--- src/rtl/rx_bit_sampler.sv ---
// rx_bit_sampler: oversampled bit timing with three-sample majority vote for the UART receiver
module rx_bit_sampler #(
    parameter int PRESCALE_W = 6,
    parameter int BIT_CNT_W  = 4
) (
    input  logic                  CLK,
    input  logic                  RST,
    input  logic                  En,
    input  logic                  RX_IN,
    input  logic [PRESCALE_W-1:0] Prescale,
    output logic [PRESCALE_W-1:0] Edge_Cnt,
    output logic [BIT_CNT_W-1:0]  Bit_Cnt,
    output logic                  Sampled_Bit,
    output logic                  Sample_Valid
);
    logic [PRESCALE_W-1:0] p, p_in, p_last, mid, mid_lo, mid_hi;
    logic                  s0, s1, maj;
    // Prescale is only captured between frames, so mid-frame changes are ignored
    assign p_in   = (Prescale < PRESCALE_W'(4)) ? PRESCALE_W'(4) : Prescale;
    assign p_last = p - PRESCALE_W'(1);
    assign mid    = p >> 1;
    assign mid_lo = mid - PRESCALE_W'(1);
    assign mid_hi = mid + PRESCALE_W'(1);
    assign maj    = (s0 & s1) | (s0 & RX_IN) | (s1 & RX_IN);
    always_ff @(posedge CLK or negedge RST)
        if (!RST) begin
            p            <= PRESCALE_W'(8);
            Edge_Cnt     <= '0;
            Bit_Cnt      <= '0;
            Sampled_Bit  <= 1'b1;
            Sample_Valid <= 1'b0;
            s0           <= 1'b1;
            s1           <= 1'b1;
        end else if (!En) begin
            p            <= p_in;
            Edge_Cnt     <= '0;
            Bit_Cnt      <= '0;
            Sample_Valid <= 1'b0;
        end else begin
            Edge_Cnt     <= (Edge_Cnt == p_last) ? '0 : Edge_Cnt + PRESCALE_W'(1);
            if (Edge_Cnt == p_last) Bit_Cnt <= Bit_Cnt + BIT_CNT_W'(1);
            if (Edge_Cnt == mid_lo) s0 <= RX_IN;
            if (Edge_Cnt == mid) s1 <= RX_IN;
            if (Edge_Cnt == mid_hi) Sampled_Bit <= maj;
            Sample_Valid <= (Edge_Cnt == mid_hi);
        end
endmodule

--- config.mk ---
export PLATFORM = sky130hd
export DESIGN_NAME = rx_bit_sampler
export DESIGN_NICKNAME = d
export VERILOG_FILES = /design/src/rtl/rx_bit_sampler.sv
export SDC_FILE = /design/constraint.sdc
export NUM_CORES = 1
export LEC_CHECK = 0
export CAP_MARGIN = 10
export CORE_MARGIN = 2
export CORE_UTILIZATION = 45
export CTS_CLUSTER_SIZE = 14
export DETAILED_ROUTE_END_ITERATION = 12
export PLACE_DENSITY_LB_ADDON = 0.2
export SLEW_MARGIN = 40
export SYNTH_ARGS = -nofsm -noshare
export SYNTH_HDL_FRONTEND = slang
export SYNTH_SLANG_ARGS = --single-unit
--- constraint.sdc ---
create_clock -name CLK -period 2 [get_ports CLK]
set_input_delay 0.6 -clock CLK [delete_from_list [all_inputs] [get_ports CLK]]
set_output_delay 0.6 -clock CLK [all_outputs]
set_load 0.05 [all_outputs]
==> flow_metrics.py, run 1 <==
metrics = {
    "timing": {
        "slew_headroom_pct": 76.53,
        "tightest_slew_ns": 0.3509,
        "fin_skew_ns": 0.01013,
        "rsz0062_at_grt": "yes",
        "fmax_mhz": 496.6,
        "timing.final.ws_setup_ns": -0.01364,
        "finalHoldViolCount": 0,
        "min_period_over_period_pct": 100.7,
        "finalCriticalPeriod_ns": 2.014,
        "finalSetupViolCount": 1,
        "maxSlewViolCount": 0,
    },
    "route": {
        "drt-total-wl_mm": 3.077,
        "drt-vias-per-instance": 5.442,
        "num_vias": 1132,
        "drc": 0,
        "wire_per_inst_um": 14.79,
        "firstDrtPassIters": 4,
        "drt-initial-drc-count": 30,
        "drtAntennaViolNets": 0,
    },
    "floorplanning": {
        "io_pins": 22,
        "die-area_mm2": 0.003391,
        "die_x_um": 58.24,
        "initial_utilization_pct": 47.59,
        "die_height_um": 58.24,
        "core_area_mm2": 0.002781,
        "num_rows": 19,
    },
    "layout": {
        "finalNonFillerCells": 208,
        "antenna_cells": 0,
        "finalCoreUtilization_pct": 67.48,
        "stdcell_area_mm2": 0.001877,
        "area_delta_synth_final_pct": 41.78,
        "fillers": 216,
        "layout-drive-gt1-share_pct": 40.11,
        "fin_nets": 194,
    },
    "placement": {
        "portBuffers": 21,
        "place_area_mm2": 0.001738,
        "dpl.hpwl_mm": 2.324,
        "dpl.cell_count": 200,
        "pre_cts_slack_ns": -0.04161,
        "place_congestion": 0.9103,
    },
    "flow_run": {
        "drv_cap": 0,
    },
    "worst_setup_path": {
        "worstPathMaxFanout": 8,
        "max_stage_delay_ns": 0.64,
        "crit_type": "reg2reg",
        "crit_path_end_kind": "flop",
        "path_cells": "nand2_2, or4b_4, a2111oi_4, mux2_4",
        "cp.arrival_ns": 2.24,
        "cp_slowest_cell": "dfstp_2",
        "critPathRequiredTime_ns": 2.23,
        "start_kind": "flop",
    },
    "synth": {
        "synth_cell_type_count": 43,
        "async_flop_share_pct": 100.0,
        "synthFlopType": "dfrtp_1",
        "ys_seq_area_share_pct": 38.19,
        "synth_top_area_cell": "dfrtp_1",
        "yosysWarnings": 0,
        "avgSynthCellArea_um2": 9.734,
        "synth_nets": 152,
        "synth_top_area_share_pct": 30.25,
        "netlist_area_mm2": 0.001324,
        "synth_area_leaders": "dfrtp_1 (30%), dfstp_2 (7.9%), xnor2_1 (7.9%), ha_1 (5.7%), xor2_1 (5.3%)",
        "synth-edff-count": 0,
        "yosys-top-cells-count": "dfrtp_1 (16), xnor2_1 (12), nor2_1 (11)",
        "yosys_register_bits": 20,
        "synth.most_common_cell": "dfrtp_1",
        "postSynthCellCount": 136,
    },
    "clocking": {
        "cts_buffer_depth": 2,
        "htreeDepth": 1,
        "cts_sinks": 20,
        "cts_hold_buffers": 0,
        "clock_latency_ns": 0.30,
        "cts_tree": "built",
        "clk_pin_slew_ns": 0.12,
        "root_buffer": "clkbuf_4",
        "cts_buffers": 3,
    },
    "global_route": {
        "gr-total-overflow": 0,
        "track_usage_pct": 19.76,
        "grt_pass1_wl_mm": 5.064,
        "grt_max_degree": 21,
        "grt_pass1_vias": 1090,
        "antenna_found_initial": 0,
    },
    "power": {
        "p_per_area_mw_per_mm2": 637.8,
        "p_leak_nw": 0.8010,
        "ir_worst_vdd_uv": 431.1,
    },
    "run_status": {
        "outcome": "finished with violations",
        "violations": "negative setup slack",
    },
    "worst_hold_path": {
        "hold_class": "reg2reg",
    },
}
worst max-delay path, delay by kind of cell (launching register included):
kind,cells,cell delay (ns)
and+or+nand+nor,2,0.58
DFF,1,0.64
AOI/OAI and AO/OA,1,0.40
muxes,1,0.33
layout by cell type, fill, tap and decap left out, types with 4 or more instances in the layout:
master,n
buf_12,4
nand2b_1,4
inv_1,4
nor2_1,11
dfrtp_2,5
nand2_1,9
xnor2_1,9
dfrtp_1,11
dfstp_2,4
clkdlybuf4s50_1,9
ha_1,5
nor3_1,4
xor2_1,6
buf_4,31
nand3_1,5
registers in the layout (all words and copies together), names as in the netlist:
signal,cells
Edge_Cnt,6
p,6
Bit_Cnt,4
Sample_Valid,1
Sampled_Bit,1
s0,1
s1,1
final timing paths:
| path | from | end | slack, ns | depth (start not counted) |
|---|---|---|---|---|
| min | Bit_Cnt[3] | Bit_Cnt[3] | 0.57 | 2 |
| max reg2reg | p[3] | Sampled_Bit | -0.01 | 4 |
| max in group asynchronous | RST | s0 | 1.10 | 2 |
| max | p[3] | Sampled_Bit | -0.01 | 4 |
| min reg2reg | Bit_Cnt[3] | Bit_Cnt[3] | 0.57 | 2 |
| min in group asynchronous | RST | Edge_Cnt[0] | 0.63 | 2 |
report_power, final:
group | switching [mW] | internal (mW) | total, mW
sequential | 0.0522 | 0.468 | 0.520
combinational | 0.216 | 0.229 | 0.445
clock | 0.121 | 0.111 | 0.232
logic make-up after synthesis:
logic type	after synthesis	synth area share (%)
simple gates	48	19.00
xor+xnor	20	13.23
mux	9	7.372
buf+inv	13	4.064
compound gates	19	11.72
flops	20	38.18
fa+ha+maj	7	6.427
cell type report:
class | instances | area (µm²) | area share, %
Sequential cell | 20 | 511.7 | 27.27
Clock buffer | 4 | 36.28 | 1.933
Multi-Input combinational cell | 103 | 864.6 | 46.07
Inverter | 6 | 22.52 | 1.200
Timing Repair Buffer | 44 | 402.9 | 21.47
Tap cell | 31 | 38.79 | 2.067
timing repair:
item	in CTS	in global routing
pin swaps	1	5
endpoints found under the setup margin	2	5
setup buffers	2	2
resized for setup	4	11
metal layers:
layer,track usage (%),vias to the layer above,share of wire (%)
li1,-,552,-
met1,28.53,558,46
met2,30.19,18,49
met3,1.786,4,3.4
met4,8.638,0,1.0
met5,0,-,0
per-stage QoR:
stage	TNS [ns]	power [mW]	hold WS (ns)
4_1_cts	-0.008362	1.176	0.5724
5_1_grt	-0.1621	1.272	0.6067
3_3_place_gp	-0.004188	0.9162	0.5377
3_5_place_dp	-0.04161	0.9242	0.5494
6_report	-0.01364	1.197	0.5672
2_1_floorplan	-0.01210	0.7512	0.3044
(Power assumes the default switching activity.)
==> run 2: changes to the inputs <==
Settings changed: SLEW_MARGIN 40 to 30.
==> results of run 2 <==
Same layout as run 1: the final DEF is identical, and so are final timing and power.
==> RTL edit, RTL diff (flow settings as in run 1) <==
`PRESCALE_W`: 6 -> 12.
--- a/src/rtl/rx_bit_sampler.sv
+++ b/src/rtl/rx_bit_sampler.sv
@@ -1,6 +1,6 @@
 // rx_bit_sampler: oversampled bit timing with three-sample majority vote for the UART receiver
 module rx_bit_sampler #(
-    parameter int PRESCALE_W = 6,
+    parameter int PRESCALE_W = 12,
     parameter int BIT_CNT_W  = 4
 ) (
     input  logic                  CLK,
Interface: changed (resized Edge_Cnt and Prescale); port bits go from 22 to 34. The function was not compared with the original's and may differ.
==> RTL edit against run 1 <==
- the run still ends with setup timing left
- sequential cell count grew 12
- total power rose by 83%
- area after synthesis is 98% higher
- setup slack got worse by 490 ps
- wire length increased to 2.9 times the old value
- final area rose by 120%
- clock power rose to 2.8 times the old value
- combinational power grew 88%
- highest routed layer unchanged
==> RTL edit: results (changes against run 1) <==
Outcome
  – Result of the run: finished, violations left (unchanged)
  – Violated checks: setup timing (unchanged)

Timing
  – Hold_ws: 575 ps (was 567 ps)
  – Final setup slack of the worst path: -500 ps (was -13.6 ps)
  – Setup violations, final: 19 (was 1)
  – Worst slew slack as a fraction of its limit: 67.9% (was 76.5%)
  – Sum of negative setup slack: -7220 ps (was -13.6 ps)

Clock tree
  – Clock H-tree levels: 2 (was 1)
  – CTS root buffer: clkbuf_8 (was clkbuf_4)

Placed design
  – Port bufs: 33 (was 21)
  – Total instance count after detailed placement: 443 (was 200)

Layout
  – Sequential cell area: 815 um^2 (was 512 um^2)
  – Inverters, non-clock: 11 (was 6)
  – Non-filler instance count after layout: 468 (was 208)
  – Share of the final layout cell area in multi-input gates: 48.1% (was 46.1%)
  – Share of layout cells above drive strength 1: 51.0% (was 40.1%)
  – Multi-input comb cells: 225 (was 103)

Synth
  – Part of the Yosys area used for sequential elements: 30.7% (was 38.2%)
  – Post-Synthesis Cells: 290 (was 136)
  – Leading cell types by count after synthesis: dfrtp_1, nor2_1, xnor2_1, xor2_1, nand2_1 (was dfrtp_1, xnor2_1, nor2_1, nand2_1, xor2_1)

Drt
  – Wire length on met2: 4.49 mm (was 1.51 mm)
  – Final wirelength: 8.81 mm (was 3.08 mm)
  – DR iter-0 viols: 187 (was 30)

Setup path
  – Largest stage delay, worst path: 490 ps (was 640 ps)
  – Worst-path cell with the longest stage delay: or4b_4 (was dfstp_2)
  – Critical path fanouts, max: 3 (was 8)

Global routing
  – Met1 global-route usage: 35.7% (was 28.5%)
  – Met2 track demand over resource: 45.8% (was 30.2%)

Floorplanning
  – Cell Rows: 27 (was 19)

Pwr
  – Leakage power of the design: 0.00172 uW (was 0.000801 uW)
-- RTL edit: cell count changes in the layout (fill, tap and decap cells not counted), moves of 10 or more --
cell,delta
buf_4,+52
buf_6,+10
dfrtp_1,+10
nor2_2,+10
xnor2_1,+11
xor2_1,+15
-- RTL edit: power by group --
group          leakage, uW  internal, uW  total, uW  switching [uW]
logic              0.00127           405        838             433
registers         0.000395           680        711            30.9
clock network    0.0000541           369        644             275
-- RTL edit: cell families (layout without fill, tap and decap cells) --
logic type	count (synthesis)	count (layout)	share of synthesized area, %
xor+xnor	45	45	15.0
buf+inv	33	139	5.67
simple gates	113	113	26.6
mux	15	15	6.29
compound gates	46	46	13.0
flops	32	32	30.7
fa+ha+maj	6	6	2.76
-- RTL edit: what timing repair did --
action / CTS / global route
setup endpoints to repair: 20 / 20
resized for setup: 28 / 45
pin swaps: 17 / 13
cloned: 1 / 0
setup buffers: 8 / 8
